===== src/rtl/arm_pkg.sv =====
// Shared ARM data-path definitions: shift encodings, operand-stage FSM states
// and the request fields held across the Rs read cycle.
package arm_pkg;

  localparam logic [1:0] SHIFT_LSL = 2'b00;
  localparam logic [1:0] SHIFT_LSR = 2'b01;
  localparam logic [1:0] SHIFT_ASR = 2'b10;
  localparam logic [1:0] SHIFT_ROR = 2'b11;

  typedef enum logic {
    SOP_IDLE    = 1'b0,
    SOP_RS_READ = 1'b1
  } sop_state_e;

  // Request fields kept while Rs is being read
  typedef struct packed {
    logic [31:0] rm;
    logic [1:0]  stype;
    logic        cin;
  } sop_req_t;

endpackage


===== src/rtl/shifter_operand_stage_if.sv =====
// Operand-2 stage bus: request side, Rs read port, carry input and result side.
// master = decode/ALU side driving the stage, slave = the stage itself.
interface shifter_operand_stage_if;
  logic        in_valid;
  logic        in_ready;
  logic        is_imm;
  logic [7:0]  imm8;
  logic [3:0]  rot4;
  logic [31:0] rm_data;
  logic [1:0]  shift_type;
  logic        shift_by_reg;
  logic [4:0]  shift_imm;
  logic        rs_rd;
  logic [7:0]  rs_data;
  logic        carry_in;
  logic        out_valid;
  logic        out_ready;
  logic [31:0] op2;
  logic        shifter_carry;

  modport master (
    output in_valid, is_imm, imm8, rot4, rm_data, shift_type, shift_by_reg,
           shift_imm, rs_data, carry_in, out_ready,
    input  in_ready, rs_rd, out_valid, op2, shifter_carry
  );

  modport slave (
    input  in_valid, is_imm, imm8, rot4, rm_data, shift_type, shift_by_reg,
           shift_imm, rs_data, carry_in, out_ready,
    output in_ready, rs_rd, out_valid, op2, shifter_carry
  );
endinterface


===== src/rtl/barrel_shifter.sv =====
// 32-bit rotator: rotate din by amt, left when dir_lr=1, right otherwise.
module barrel_shifter (
  input  logic [31:0] din,
  input  logic [4:0]  amt,
  input  logic        dir_lr,
  output logic [31:0] dout
);
  logic [4:0]  ramt;
  logic [63:0] dbl;

  // a left rotate by a equals a right rotate by (32 - a) mod 32
  assign ramt = dir_lr ? 5'(~amt + 5'd1) : amt;
  assign dbl  = {din, din} >> ramt;
  assign dout = dbl[31:0];
endmodule


===== src/rtl/shifter_operand_stage.sv =====
// Registered ARM operand-2 stage: rotated immediates, immediate and
// register-specified shifts built around a single rotator, with a one-deep
// output register and a valid/ready handshake on both sides.
module shifter_operand_stage
  import arm_pkg::*;
(
  input logic                    clk,
  input logic                    rst_n,
  shifter_operand_stage_if.slave bus
);
  sop_state_e  state_q, state_d;
  sop_req_t    req_q;
  logic        out_valid_q, carry_q;
  logic [31:0] op2_q;

  logic        slot_free, accept, go_reg, load;
  logic        use_imm, by_reg, cin;
  logic [31:0] rm;
  logic [1:0]  stype;
  logic [7:0]  n8;
  logic [4:0]  amt;
  logic        dir_lr, big, exact32;
  logic [31:0] rot_in, rot_out, keep_l, keep_r, fill, res;
  logic        res_c;

  assign slot_free = !out_valid_q || bus.out_ready;
  assign accept    = bus.in_valid && bus.in_ready;
  assign go_reg    = !bus.is_imm && bus.shift_by_reg;

  // Operand source: live request while idle, latched request plus Rs while reading Rs
  always_comb begin
    use_imm = bus.is_imm;
    by_reg  = 1'b0;
    rm      = bus.rm_data;
    stype   = bus.shift_type;
    cin     = bus.carry_in;
    n8      = {3'b000, bus.shift_imm};
    if (state_q == SOP_RS_READ) begin
      use_imm = 1'b0;
      by_reg  = 1'b1;
      rm      = req_q.rm;
      stype   = req_q.stype;
      cin     = req_q.cin;
      n8      = bus.rs_data;
    end
  end

  assign amt     = use_imm ? {bus.rot4, 1'b0} : n8[4:0];
  assign dir_lr  = !use_imm && (stype == SHIFT_LSL);
  assign rot_in  = use_imm ? {24'd0, bus.imm8} : rm;
  assign big     = |n8[7:5];
  assign exact32 = (n8 == 8'd32);

  barrel_shifter u_rot (
    .din    (rot_in),
    .amt    (amt),
    .dir_lr (dir_lr),
    .dout   (rot_out)
  );

  // Keep masks: LSL keeps bits at or above amt, right shifts keep the low 32-amt bits
  always_comb begin
    for (int i = 0; i < 32; i++) begin
      keep_l[i] = (6'(i) >= {1'b0, amt});
      keep_r[i] = ((6'(i) + {1'b0, amt}) < 6'd32);
    end
  end

  assign fill = {32{rm[31]}} & ~keep_r;

  // ARM shift semantics on top of the rotator; the carry is taken from the
  // rotated word (bit 0 for LSL, bit 31 for right shifts) for in-range amounts
  always_comb begin
    res   = rot_out;
    res_c = rot_out[31];
    if (use_imm) begin
      res_c = (bus.rot4 == 4'd0) ? cin : rot_out[31];
    end else if (n8 == 8'd0 && (by_reg || stype == SHIFT_LSL)) begin
      res   = rm;
      res_c = cin;
    end else begin
      case (stype)
        SHIFT_LSL:
          if (big) begin
            res   = '0;
            res_c = exact32 & rm[0];
          end else begin
            res   = rot_out & keep_l;
            res_c = rot_out[0];
          end
        SHIFT_LSR:
          if (big || n8 == 8'd0) begin       // #0 encodes LSR #32
            res   = '0;
            res_c = (exact32 || n8 == 8'd0) & rm[31];
          end else begin
            res   = rot_out & keep_r;
          end
        SHIFT_ASR:
          if (big || n8 == 8'd0) begin       // #0 encodes ASR #32
            res   = {32{rm[31]}};
            res_c = rm[31];
          end else begin
            res   = (rot_out & keep_r) | fill;
          end
        default:
          if (n8 == 8'd0) begin              // immediate ROR #0 is RRX
            res   = {cin, rm[31:1]};
            res_c = rm[0];
          end else if (n8[4:0] == 5'd0) begin
            res   = rm;
            res_c = rm[31];
          end
      endcase
    end
  end

  // FSM state register
  always_ff @(posedge clk or negedge rst_n) begin
    if (!rst_n) state_q <= SOP_IDLE;
    else        state_q <= state_d;
  end

  // FSM next state: Rs read holds until the output slot can take the result
  always_comb begin
    state_d = state_q;
    case (state_q)
      SOP_IDLE:    if (accept && go_reg) state_d = SOP_RS_READ;
      SOP_RS_READ: if (slot_free)        state_d = SOP_IDLE;
      default:                           state_d = SOP_IDLE;
    endcase
  end

  // FSM outputs: Rs strobe, request ready, result load
  always_comb begin
    bus.rs_rd    = (state_q == SOP_RS_READ);
    bus.in_ready = (state_q == SOP_IDLE) && slot_free;
    load         = (state_q == SOP_RS_READ) ? slot_free : (accept && !go_reg);
  end

  // Latch request fields on accept for use during the Rs read
  always_ff @(posedge clk or negedge rst_n) begin
    if (!rst_n)      req_q <= '0;
    else if (accept) req_q <= '{rm: bus.rm_data, stype: bus.shift_type, cin: bus.carry_in};
  end

  // Output register: load a new result or drain on out_ready, otherwise hold
  always_ff @(posedge clk or negedge rst_n) begin
    if (!rst_n) begin
      out_valid_q <= 1'b0;
      op2_q       <= '0;
      carry_q     <= 1'b0;
    end else if (load) begin
      out_valid_q <= 1'b1;
      op2_q       <= res;
      carry_q     <= res_c;
    end else if (bus.out_ready) begin
      out_valid_q <= 1'b0;
    end
  end

  assign bus.out_valid     = out_valid_q;
  assign bus.op2           = op2_q;
  assign bus.shifter_carry = carry_q;
endmodule


===== src/flat_wrapper.sv =====
// flat-port wrapper written by rule: the top's interface ports become plain ports
module shifter_operand_stage_flat import arm_pkg::*;
  (clk, rst_n, bus_in_valid, bus_is_imm, bus_imm8, bus_rot4, bus_rm_data, bus_shift_type, bus_shift_by_reg, bus_shift_imm, bus_rs_data, bus_carry_in, bus_out_ready, bus_in_ready, bus_rs_rd, bus_out_valid, bus_op2, bus_shifter_carry);
  shifter_operand_stage_if bus_i ();
  input logic clk;
  input logic rst_n;
  input wire logic [$bits(bus_i.in_valid)-1:0] bus_in_valid;
  input wire logic [$bits(bus_i.is_imm)-1:0] bus_is_imm;
  input wire logic [$bits(bus_i.imm8)-1:0] bus_imm8;
  input wire logic [$bits(bus_i.rot4)-1:0] bus_rot4;
  input wire logic [$bits(bus_i.rm_data)-1:0] bus_rm_data;
  input wire logic [$bits(bus_i.shift_type)-1:0] bus_shift_type;
  input wire logic [$bits(bus_i.shift_by_reg)-1:0] bus_shift_by_reg;
  input wire logic [$bits(bus_i.shift_imm)-1:0] bus_shift_imm;
  input wire logic [$bits(bus_i.rs_data)-1:0] bus_rs_data;
  input wire logic [$bits(bus_i.carry_in)-1:0] bus_carry_in;
  input wire logic [$bits(bus_i.out_ready)-1:0] bus_out_ready;
  output wire logic [$bits(bus_i.in_ready)-1:0] bus_in_ready;
  output wire logic [$bits(bus_i.rs_rd)-1:0] bus_rs_rd;
  output wire logic [$bits(bus_i.out_valid)-1:0] bus_out_valid;
  output wire logic [$bits(bus_i.op2)-1:0] bus_op2;
  output wire logic [$bits(bus_i.shifter_carry)-1:0] bus_shifter_carry;
  assign bus_i.in_valid = bus_in_valid;
  assign bus_i.is_imm = bus_is_imm;
  assign bus_i.imm8 = bus_imm8;
  assign bus_i.rot4 = bus_rot4;
  assign bus_i.rm_data = bus_rm_data;
  assign bus_i.shift_type = bus_shift_type;
  assign bus_i.shift_by_reg = bus_shift_by_reg;
  assign bus_i.shift_imm = bus_shift_imm;
  assign bus_i.rs_data = bus_rs_data;
  assign bus_i.carry_in = bus_carry_in;
  assign bus_i.out_ready = bus_out_ready;
  assign bus_in_ready = bus_i.in_ready;
  assign bus_rs_rd = bus_i.rs_rd;
  assign bus_out_valid = bus_i.out_valid;
  assign bus_op2 = bus_i.op2;
  assign bus_shifter_carry = bus_i.shifter_carry;
  shifter_operand_stage u_core (.clk(clk), .rst_n(rst_n), .bus(bus_i));
endmodule

===== config.mk =====
export PLATFORM = sky130hd
export DESIGN_NAME = shifter_operand_stage_flat
export DESIGN_NICKNAME = d
export VERILOG_FILES = /design/src/rtl/arm_pkg.sv /design/src/rtl/shifter_operand_stage_if.sv /design/src/rtl/barrel_shifter.sv /design/src/rtl/shifter_operand_stage.sv /design/src/flat_wrapper.sv
export SDC_FILE = /design/constraint.sdc
export NUM_CORES = 1
export LEC_CHECK = 0
export CORE_ASPECT_RATIO = 1.5
export CORE_UTILIZATION = 50
export CTS_CLUSTER_DIAMETER = 100
export CTS_CLUSTER_SIZE = 16
export DETAILED_ROUTE_END_ITERATION = 12
export HOLD_SLACK_MARGIN = 0.1
export MAX_ROUTING_LAYER = met4
export PLACE_DENSITY = 0.78
export SYNTH_ARGS = -nofsm -noshare
export SYNTH_HDL_FRONTEND = slang
export SYNTH_SLANG_ARGS = --single-unit

===== constraint.sdc =====
create_clock -name clk -period 7.1 [get_ports clk]
set_input_delay 0.71 -clock clk [delete_from_list [all_inputs] [get_ports clk]]
set_output_delay 0.71 -clock clk [all_outputs]
set_load 0.005 [all_outputs]

==> results.ini <==
[status]
status = complete, no violations

[flow_run]
drv_cap = 0

[worst_setup_path]
worst_path_largest_cell_delay_ns = 0.67
cpMaxStageDelayCell = mux2_2
cp_max_fo = 35
cp.arrival_ns = 5.86
path_class = primary input to register
crit_chain = clkdlybuf4s50_1 > buf_4 > nor3b_1 > a21o_1 > inv_1 > ha_1 > and3_1 > ha_1 > mux2_2 > mux4_2 > mux2i_1 > o221ai_1 > o21ai_0 > a31oi_1
cp-end-kind = register
cp.required_ns = 7.32
path_common_cell = ha_1
worstSetupStartpointType = primary input

[logic_synthesis]
seq_area_frac_synth_pct = 20.3
yosys_warnings = 0
syn_inst = 1142
syn-num-nets = 1213
synth_seq_cells = 70
synthFlopType = dfrtp_1
netlist_area_um2 = 8620
synthDistinctLibCells = 69
ys_async_sr_fraction_pct = 100
synth_top_area_cell = dfrtp_1
yosys-top-cells-area = dfrtp_1 20%, mux2i_1 15%, mux2_2 7.8%
avgSynthCellArea_um2 = 7.55
synth-edff-count = 0
synth_top_area_share_pct = 20.3

[timing]
max-slew-margin-rel_pct = 9.71
rsz0062_at_grt = false
tns_ns = 0
finalCritPeriodShare_pct = 79.5
setup_viol = 0
period_needed_ns = 5.64
fmax_ghz = 0.177
worstMarginPinSlew_ns = 1.32
slew_viol_final = 0
clock_skew_ns = 0.0124
whs_ns = 0.487
hold_violations = 0

[routing]
drc = 0
first_iter_violations = 1564
antenna_left = 0
wl_um = 43200
drt_pass1_iterations = 9
wl_per_cell_um = 30.8
via_per_inst = 7.41
vias = 10400

[power_and_ir_drop]
p_leak_nw = 3.98
swShare_pct = 44.9
p_clk_share_pct = 20.3
seqPwrFrac_pct = 24.7
p_int_w = 0.00139
ir_drop_mv = 0.213
p_sw_w = 0.00113
p_per_area_nw_per_um2 = 251
comb_power_share_pct = 55.0

[hold_path]
hold_path.class = register to register

[global_route]
gr-total-overflow = 0
grt_use_total_pct = 51.2
grt_pass1_vias = 9960
antenna_found_initial = 4
grt_max_degree = 71
grt_pass1_wl_um = 63200

[layout]
nNetsFinal = 1253
areaGrowthSynthToFinish_pct = 16.6
fill_cells = 1569
final_cells = 1401
drive_gt1_share_pct = 12.0

[clock_network]
cts_made_buffers = 9
clk_pin_slew_worst_paths_ns = 0.07
cts_root_buffer = clkbuf_16
cts_resized = 0
postCtsSetupRepairBufs = 0
cts.sinks = 70
htreeDepth = 3
cts_tree = built
cts.hold.buffers_added = 0
cts_max_path_buffers = 2
insertion_delay_ns = 0.36

[floorplanning]
initial_core_util_pct = 51.2
fp.dieArea_um2 = 17800
fp-row-count = 58
pin_count = 102
die_h_um = 163
fp.dieW_um = 109
core-area_um2 = 16800

[placement]
port_buffers = 101
dp_hpwl_um = 31300
place_inst = 1381
gp_congestion = 1.07

==> power by group through the flow <==
stage          registers (W)  clock network [W]  logic, W
4_1_cts             0.000616           0.000507   0.00132
3_5_place_dp        0.000623                  0   0.00131
2_1_floorplan       0.000590                  0  0.000791
6_report            0.000624           0.000512   0.00139
5_1_grt             0.000630           0.000523   0.00145
3_3_place_gp        0.000616                  0   0.00131
==> cell usage in the layout (no fill, tap or decap), drive strengths merged, types with 9 or more instances in the layout <==
master         Yosys  final
o22a              15     15
nor3              20     20
dfrtp             70     70
o21ai            113    113
nand3             11     11
o221ai            14     14
clkbuf            67     10
a211oi             9      9
a221oi            10     10
mux4              14     14
nand2            138    138
clkdlybuf4s50      0    100
a22oi             11     11
o211ai            14     14
mux2              62     62
a21oi            102    102
buf               34     30
nor2             123    123
o22ai             42     42
inv               22     22
a31oi             14     14
mux2i            127    127
==> cell type report <==
class	count	area [µm²]	share of cell area [%]
multi-input cells	948	6400	63.7
flip-flops and latches	70	1750	17.4
repair buffers	130	1220	12.2
well taps	210	263	2.61
clock buffers	10	229	2.28
clock inverters	6	87.6	0.871
inverters	23	86.3	0.859
diodes	4	10.0	0.0996
==> metal layers <==
| layer | GRT usage [%] | vias to the layer above | part of all wire, % |
|---|---|---|---|
| li1 | - | 4364 | - |
| met1 | 56.4 | 4829 | 33 |
| met2 | 75.2 | 892 | 44 |
| met3 | 17.0 | 302 | 13 |
| met4 | 39.9 | 0 | 10 |
| met5 | - | - | 0 |
==> final timing paths <==
path | from | end | slack [ns] | depth (start not counted)
worst max-delay path | bus_shift_imm[0] | u_core.bus.op2[23]$_DFFE_PN0P_ | 1.46 | 14
worst min-delay path | u_core.bus.op2[4]$_DFFE_PN0P_ | u_core.bus.op2[4]$_DFFE_PN0P_ | 0.49 | 2
worst max register to register | u_core.bus.rs_rd$_DFF_PN0_ | u_core.bus.op2[23]$_DFFE_PN0P_ | 1.80 | 10
worst min register to register | u_core.bus.op2[4]$_DFFE_PN0P_ | u_core.bus.op2[4]$_DFFE_PN0P_ | 0.49 | 2
max in group asynchronous | rst_n | u_core.bus.rs_rd$_DFF_PN0_ | 5.80 | 2
min in group asynchronous | rst_n | u_core.req_q[0]$_DFFE_PN0P_ | 0.61 | 2
==> critical path: cells and delay by family <==
kind | cells | cell delay, ns
buf+inv | 3 | 1.24
mux | 3 | 1.77
simple gates | 2 | 0.42
fa+ha+maj | 2 | 0.71
compound gates | 4 | 0.98
==> per-stage QoR <==
| stage | worst slack (ns) | utilization (%) | area [µm²] | power, W |
|---|---|---|---|---|
| floorplan | 2.95 | - | 8620 | 0.00138 |
| global placement | 1.32 | 57.8 | 9720 | 0.00192 |
| detailed placement | 1.30 | 57.8 | 9720 | 0.00194 |
| CTS | 1.65 | 59.6 | 10000 | 0.00244 |
| global route | 1.26 | 59.7 | 10100 | 0.00261 |
| finish | 1.46 | 59.7 | 10100 | 0.00252 |
==> cell usage after synthesis (all sizes together), types with 15 or more instances <==
| cell | instances |
|---|---|
| a21oi | 102 |
| buf | 34 |
| clkbuf | 67 |
| dfrtp | 70 |
| inv | 22 |
| mux2 | 62 |
| mux2i | 127 |
| nand2 | 138 |
| nor2 | 123 |
| nor3 | 20 |
| o21ai | 113 |
| o22a | 15 |
| o22ai | 42 |
==> flip-flops by register name, summed over array words and instances, names as in the netlist <==
register                  cells
u_core.req_q                 35
u_core.bus.op2               32
u_core.bus.out_valid          1
u_core.bus.shifter_carry      1
u_core.bus.rs_rd              1
==> kinds of logic (layout without fill, tap and decap cells) <==
group	after synthesis	after routing	share of synthesized area, %
mux	203	203	26.6
buf+inv	124	169	6.05
flops	70	70	20.3
other cells	0	4	0
xor+xnor	5	5	0.508
fa+ha+maj	5	5	0.725
simple gates	330	330	16.2
compound gates	405	405	29.7
Note: power is estimated with default switching activity, not from simulation.
